## src/rtl/nn_pkg.sv

```systemverilog
`default_nettype none
// +----------------------------------------------------------------------+
// | Package  : nn_pkg                                                    |
// | Purpose  : Fixed-point sample type shared by the network blocks.     |
// | Revision : 1.0                                                       |
// +----------------------------------------------------------------------+
package nn_pkg;

    localparam int INTG_WIDTH = 16;
    localparam int FRAC_WIDTH = 16;

    typedef struct packed {
        logic signed [INTG_WIDTH-1:0] intg;
        logic        [FRAC_WIDTH-1:0] frac;
    } fixed;

endpackage
`default_nettype wire

```

## src/rtl/network_input_loader.sv

```systemverilog
`default_nettype none
// +----------------------------------------------------------------------+
// | Module   : network_input_loader                                      |
// | Purpose  : Collects streamed samples into the network input vector,  |
// |            fires it once and blocks the source until completion.     |
// | Revision : 1.0                                                       |
// +----------------------------------------------------------------------+
module network_input_loader
    import nn_pkg::*;
#(
    parameter int NUM_INPUTS = 10
) (
    input  logic                   clock,
    input  logic                   reset,
    input  logic                   sample_valid,
    output logic                   sample_ready,
    input  fixed                   sample,
    input  logic                   sample_last,
    output fixed [NUM_INPUTS-1:0]  inputs,
    output logic                   inputs_ready,
    input  logic                   outputs_ready,
    output logic                   busy,
    output logic                   frame_error,
    output logic [15:0]            frames_done
);

    localparam int                c_IDX_W    = $clog2(NUM_INPUTS);
    localparam logic [c_IDX_W-1:0] c_LAST_IDX = c_IDX_W'(NUM_INPUTS - 1);
    localparam logic [c_IDX_W-1:0] c_IDX_ONE  = c_IDX_W'(1);

    localparam logic [1:0] c_FILL = 2'd0;
    localparam logic [1:0] c_FIRE = 2'd1;
    localparam logic [1:0] c_WAIT = 2'd2;

    logic [1:0]            r_state;
    logic [1:0]            w_state_nxt;
    logic [c_IDX_W-1:0]    r_index;
    logic [c_IDX_W-1:0]    w_index_nxt;
    fixed [NUM_INPUTS-1:0] r_inputs;
    logic                  r_inputs_ready;
    logic                  r_frame_error;
    logic                  w_frame_error_nxt;
    logic [15:0]           r_frames_done;
    logic [15:0]           w_frames_done_nxt;
    logic                  w_accept;
    logic                  w_at_last;

    assign w_accept  = sample_valid && (r_state == c_FILL);
    assign w_at_last = (r_index == c_LAST_IDX);

    // State register
    always_ff @(posedge clock or negedge reset) begin
        if (!reset) begin
            r_state <= c_FILL;
        end else begin
            r_state <= w_state_nxt;
        end
    end

    // Next-state logic
    always_comb begin
        w_state_nxt = r_state;
        case (r_state)
            c_FILL: begin
                if (w_accept && w_at_last && sample_last) begin
                    w_state_nxt = c_FIRE;
                end
            end
            c_FIRE: begin
                w_state_nxt = c_WAIT;
            end
            c_WAIT: begin
                if (outputs_ready) begin
                    w_state_nxt = c_FILL;
                end
            end
            default: begin
                w_state_nxt = c_FILL;
            end
        endcase
    end

    // Output / datapath next values
    always_comb begin
        w_index_nxt       = r_index;
        w_frame_error_nxt = 1'b0;
        w_frames_done_nxt = r_frames_done;
        if (w_accept) begin
            if (!w_at_last && !sample_last) begin
                w_index_nxt = r_index + c_IDX_ONE;
            end else begin
                // Every frame boundary restarts the slot index; a last flag
                // that disagrees with the slot position is a framing error.
                w_index_nxt       = '0;
                w_frame_error_nxt = (w_at_last != sample_last);
            end
        end
        if ((r_state == c_WAIT) && outputs_ready) begin
            w_frames_done_nxt = r_frames_done + 16'd1;
        end
    end

    always_ff @(posedge clock or negedge reset) begin
        if (!reset) begin
            r_index        <= '0;
            r_inputs_ready <= 1'b0;
            r_frame_error  <= 1'b0;
            r_frames_done  <= '0;
        end else begin
            r_index        <= w_index_nxt;
            r_inputs_ready <= (w_state_nxt == c_FIRE);
            r_frame_error  <= w_frame_error_nxt;
            r_frames_done  <= w_frames_done_nxt;
        end
    end

    for (genvar k = 0; k < NUM_INPUTS; k++) begin : g_slot
        always_ff @(posedge clock or negedge reset) begin
            if (!reset) begin
                r_inputs[k] <= '0;
            end else if (w_accept && (r_index == c_IDX_W'(k))) begin
                r_inputs[k] <= sample;
            end
        end
    end

    assign sample_ready = (r_state == c_FILL);
    assign busy         = (r_state != c_FILL);
    assign inputs       = r_inputs;
    assign inputs_ready = r_inputs_ready;
    assign frame_error  = r_frame_error;
    assign frames_done  = r_frames_done;

endmodule
`default_nettype wire

```

## config.mk

```make
export PLATFORM = sky130hd
export DESIGN_NAME = network_input_loader
export DESIGN_NICKNAME = d
export VERILOG_FILES = /design/src/rtl/nn_pkg.sv /design/src/rtl/network_input_loader.sv
export SDC_FILE = /design/constraint.sdc
export NUM_CORES = 1
export LEC_CHECK = 0
export CAP_MARGIN = 20
export CELL_PAD_IN_SITES_DETAIL_PLACEMENT = 1
export CELL_PAD_IN_SITES_GLOBAL_PLACEMENT = 2
export CORE_MARGIN = 3
export CORE_UTILIZATION = 33
export DETAILED_ROUTE_END_ITERATION = 12
export GPL_TIMING_DRIVEN = 1
export PLACE_DENSITY = 0.83
export SYNTH_ARGS = -nofsm -noshare
export SYNTH_HDL_FRONTEND = slang
export SYNTH_SLANG_ARGS = --single-unit
```

## constraint.sdc

```tcl
create_clock -name clock -period 2 [get_ports clock]
set_input_delay 0.4 -clock clock [delete_from_list [all_inputs] [get_ports clock]]
set_output_delay 0.4 -clock clock [all_outputs]
set_load 0.005 [all_outputs]
```

# == Word level (Yosys, flattened, before mapping) ==
# Cells that the tools add are included.
# totals
in_bits,37
reg_bits,344
out_inout_bits,340
elab_cells,65
# classes
reduce_logical,19
add_sub_neg,2
n_mux,6
n_eq_ne,13
# ops
operator,n
"16-bit by 1-bit adder with 16-bit output, second input constant",1
"4-bit by 3-bit == test with 1-bit output, second input constant",4
1-bit logical AND,14
"4-bit by 2-bit == test with 1-bit output, second input constant",2
"4-bit == test, second input constant",2
2-bit one-hot mux with 3 select lines,1
"4-bit by 1-bit adder with 4-bit output, second input constant",1
"2-bit by 1-bit == test with 1-bit output, second input constant",2
"4-bit by 1-bit == test with 1-bit output, second input constant",1
4-bit zero test,1
2-bit two-way mux,2
4-bit two-way mux,1
"2-bit == test, second input constant",1
1-bit zero test,2
2-bit zero test,1
1-bit two-way mux,2
2-bit nonzero test,1
1-bit inequality test,1

# == Longest topological paths before layout ==
# depth
ltp_word,7
depth_mapped,7
ltp_nobuf,7

# == Least setup slack after synthesis ==
# Ideal clock, no wire load.
# synth_timing
path_kind,register -> register
from,register r_index[0]
to,"register r_inputs, in the netlist inputs[0]"
setup_time_ps,125
path_buffers,1
period_less_slack_ps,1723
arrival_time_ps,1598
required_ps,1875
setup_slack_ps,277
path_stages_with_launch,7
path_cell_list,dfrtp_1 > inv_1 > ha_1 > nand4bb_1 > nor3_2 > buf_2 > mux2_2
# synth_between
elab_chain_cells,2
# synth_rtl
item,line,text
from (decl),network_input_loader.sv:37,logic [c_IDX_W-1:0] r_index;
from (signal assigned),network_input_loader.sv:110,r_index <= w_index_nxt;
4-bit zero test,network_input_loader.sv:121,end else if (w_accept && (r_index == c_IDX_W'(k))) begin
1-bit logical AND,network_input_loader.sv:121,
"to (signal, indexed assignment)",network_input_loader.sv:122,r_inputs[k] <= sample;
to (decl),network_input_loader.sv:39,fixed [NUM_INPUTS-1:0] r_inputs;
# Every way passes these cells.
# A chain may end at the register's enable or synchronous reset.

# == Worst setup path after layout ==
# layout_timing
from,"register r_frames_done[1], in the netlist frames_done[1]"
to,output frames_done[1]
# layout_rtl
item,line,text
from (decl),network_input_loader.sv:43,logic [15:0] r_frames_done;
from (signal assigned),network_input_loader.sv:113,r_frames_done <= w_frames_done_nxt;
to (decl),network_input_loader.sv:24,output logic [15:0] frames_done
# No word-level cell between the ends.

==> impl.org <==
** Yosys
- Summing the areas of all and, or, nand and nor instances in the mapped netlist gives 2.429% of the synthesized area.
- For this run, the register share of the synthesized area comes to 65.52%.
- Synthesis produced a netlist whose cell count is 817.
- Summing the areas of all compound-gate instances in the mapped netlist gives 0.2476% of the synthesized area.
- Syn nets :: between 800 and 900
- The synthesized design contains 344 register bits.
- Yosys printed 0 warnings.
- In this run the cell area of the synthesized design comes to 0.01314 mm^2.
- In this run the mean area of a mapped cell was 16.08 um^2.
- In this run, distinct cell masters in the synthesized netlist total 29.
- Adder and majority gate portion of the synthesized area :: 0.5714%
- After synthesis, the largest family of logic cells by area is multiplexers.
- Proportion of synthesized area in mux cells :: 27.60%
- Post-Synth XOR/XNOR Area :: 1.000%

** Routing
- Router iterations before antenna repair :: 4
- Vias/cell :: 4.731
- Summing over every cut layer, the via total after detailed routing is 8373.
- The detail route stage leaves a number of antenna-violating nets equal to 0.
- Wires add up to approximately 41000 um.
- Drt drc :: 0
- Post-detailed-route wirelength per cell :: approximately 23 um
- Violation count after the first detailed-routing iteration :: 257

** Place
- At the placement stage, the worst setup path has a slack of -0.1529 ns.
- In this run the tool buffered the top-level ports with 376 buffer cells.
- After detailed placement, the design holds a cell count of between 1500 and 2000.
- GP Congestion :: 0.7460
- Placed cell area :: 0.01788 mm^2
- DPL Wire Length :: 27900 um

** STA
- Clock skew on the completed layout was measured at 0.01977 ns.
- Setup repair after global routing left no endpoint under its margin.
- Measured against its own limit, the worst slew margin works out to 63.42%.
- At the pin with the least slew margin, the transition time is 0.5470 ns.
- Hold timing on the final database bottoms out at a slack of 0.3491 ns.
- Count of endpoints failing hold in the final timing report :: 0
- Worst-case setup margin in the final layout :: 0.07458 ns
- In the final timing run, aggregate negative setup slack is 0 ns.
- After layout, the worst path uses 96.27% of the clock period.
- Setup violations remaining at the end of the flow were counted as 0.
- The number of slew-limit violations in the final report came to 0.
- After layout, the minimum clock period comes to roughly 1.9 ns.
- Static timing analysis puts the maximum clock frequency at 519.4 MHz.

** Global routing
- In the global route stage, met1 resource usage came out at 24.12%.
- Pin count of the biggest net entering global routing :: 72
- For met3 alone, demand over resource in global routing was 5.885%.
- Initial antenna violation count :: 0
- First-pass GRT wire length :: 60200 um
- Met2 Track Usage GR :: 31.47%
- Across every metal layer, demand over resource in global routing totals 18.98%.
- Total overflow reported by the global router :: 0
- met2 is the most crowded layer.
- The via count of the first global-routing pass was ~9300.

** Worst hold path
- HP Class :: in -> async

** Final layout
- The area growth from synthesis to layout is 46.93%.
- At the end of the flow the core is filled with cells to 49.49%.
- Layout filler cell count :: 3811
- In the final design database the tool counted 1263 nets.
- Most frequent cells in the layout :: 373 x sky130_fd_sc_hd__clkdlybuf4s50_1, 339 x sky130_fd_sc_hd__dfrtp_1, 322 x sky130_fd_sc_hd__mux2_2, 42 x sky130_fd_sc_hd__clkbuf_16
- Fraction of final layout cells sized beyond drive strength 1 :: between 30 and 40%
- Final standard cell area without fillers :: 0.01930 mm^2
- Leading cell type in the layout, fill and taps excluded :: sky130_fd_sc_hd__clkdlybuf4s50_1
- Antenna Cells :: 0
- Once layout is complete, the cells apart from fillers number 1770.

** Setup path
- Gate family responsible for the most delay along the worst path :: buffers and inverters
- Cell-by-cell listing of the critical path :: clkdlybuf4s50_1
- Type of destination of the critical path :: primary output
- Highest fanout seen on the critical path :: 5
- Critical path arrival :: 1.53 ns
- STA classifies the critical path startpoint as a flip-flop.
- The slowest stage of the critical path is the sky130_fd_sc_hd__clkdlybuf4s50_1 cell.
- On the worst path, the slowest cell contributes a delay of 0.56 ns.
- Together, buffers and inverters on the worst path number 1.
- Number of logic stages on the critical path including buffering :: 1
- The number of cells on the worst reg-to-reg path is 5.
- At the worst endpoint, the required time is between 1.5 and 2 ns.
- The critical path starts at frames_done[1].
- In this run the critical register-to-register path is launched from r_state[1].
- Critical Setup Path Class :: reg -> out

** Floorplanning
- During I/O placement, the number of pins put on the boundary was 377.
- Std-Cell Core Area :: 0.03901 mm^2
- Starting Density :: 33.68%
- Standard-cell rows :: 72
- Die Y :: 205.5 um
- Die span in x :: 205.5 um
- The die covers 0.04224 mm^2.

** Pwr
- In this run the static leakage power is 8.804 nW.
- Worst supply voltage drop on vdd :: approximately 0.00080 V
- Power per unit of standard cell area :: 1208 mW/mm^2
- Summing internal, switching and leakage power gives 23.32 mW.

** CTS
- TritonCTS created 40 clock buffers.
- Clock latency on the worst-skew pair, taken at its later pin, is 0.55 ns.
- TritonCTS Sinks :: 344
- CTS tree :: done
- After clock tree synthesis, the clock-pin slew on the worst setup and hold paths is ~0.06 ns.
- In this run the deepest clock path goes through 3 buffers.
- Root Buffer :: sky130_fd_sc_hd__clkbuf_16
- The clock tree synthesis step divided the H-tree into 2 levels.

** Outcome
- Run status :: finished, final reports clean

** Flow run
- # Max-Cap Violations :: 0
-- kinds of logic after synthesis --
family / count (synthesis)
flops: 344
mux: 322
buf+inv: 69
simple gates: 55
xor+xnor: 15
compound gates: 6
fa+ha+maj: 6
-- synthesized netlist by cell type (all sizes together) --
cell type  count  share of area (%)
nand3         10               0.38
ha             6               0.57
nor2b          2              0.095
nand2         12               0.34
nand4b         1              0.067
xnor2         11               0.73
and2           3               0.14
inv            4               0.11
xor2           4               0.27
nor3           4               0.23
nand4bb        1              0.086
and2b          1              0.057
and3           3               0.14
buf           65                2.5
and4           1              0.067
nand3b         2               0.11
o31ai          1              0.057
o21ai          5               0.19
mux2         322                 28
nor2           7               0.28
nor4           1              0.095
nand4          7               0.33
dfrtp        344                 66
-- where the power goes --
group,internal (mW),switching (mW)
Sequential,8.68,0.918
Combinational,4.30,2.11
Clock,4.41,2.88
-- registers in the layout, indices dropped and copies added, names as in the netlist --
| name | count |
|---|---|
| r_state | 2 |
| inputs | 320 |
| frames_done | 16 |
| frame_error | 1 |
| r_index | 4 |
| inputs_ready | 1 |
-- final timing paths --
check	end	slack, ns
setup / recovery	frames_done[1]	0.07
max in group asynchronous	inputs[58]	0.87
hold reg to reg	frames_done[3]	0.50
hold / removal	inputs[167]	0.35
min in group clock	frames_done[3]	0.50
setup reg to reg	inputs[248]	0.08
-- layout make-up --
cell class	instances	area [um^2]	area share, %
clock inverters	21	193.9	1.005
multi-input cells	404	4229	21.91
clock buffers	53	1141	5.911
repair buffers	426	4462	23.11
flip-flops and latches	344	8615	44.63
well taps	518	648.1	3.358
inverters	4	15.01	0.07778
-- routing by layer --
metal | vias up | wire [um]
met5 | - | 0
met4 | 0 | 811
met3 | 53 | 3071
met2 | 267 | 19360
met1 | 4396 | 17400
li1 | 3657 | -
-- what timing repair did --
item,in CTS,in global routing
endpoints found under the hold margin,29,0
buffers inserted,2,1
pin swaps,0,1
hold buffers,1,0
endpoints found under the setup margin,2,23
cloned,0,1
resized for setup,4,5
Note: power is estimated with default switching activity, not from simulation.
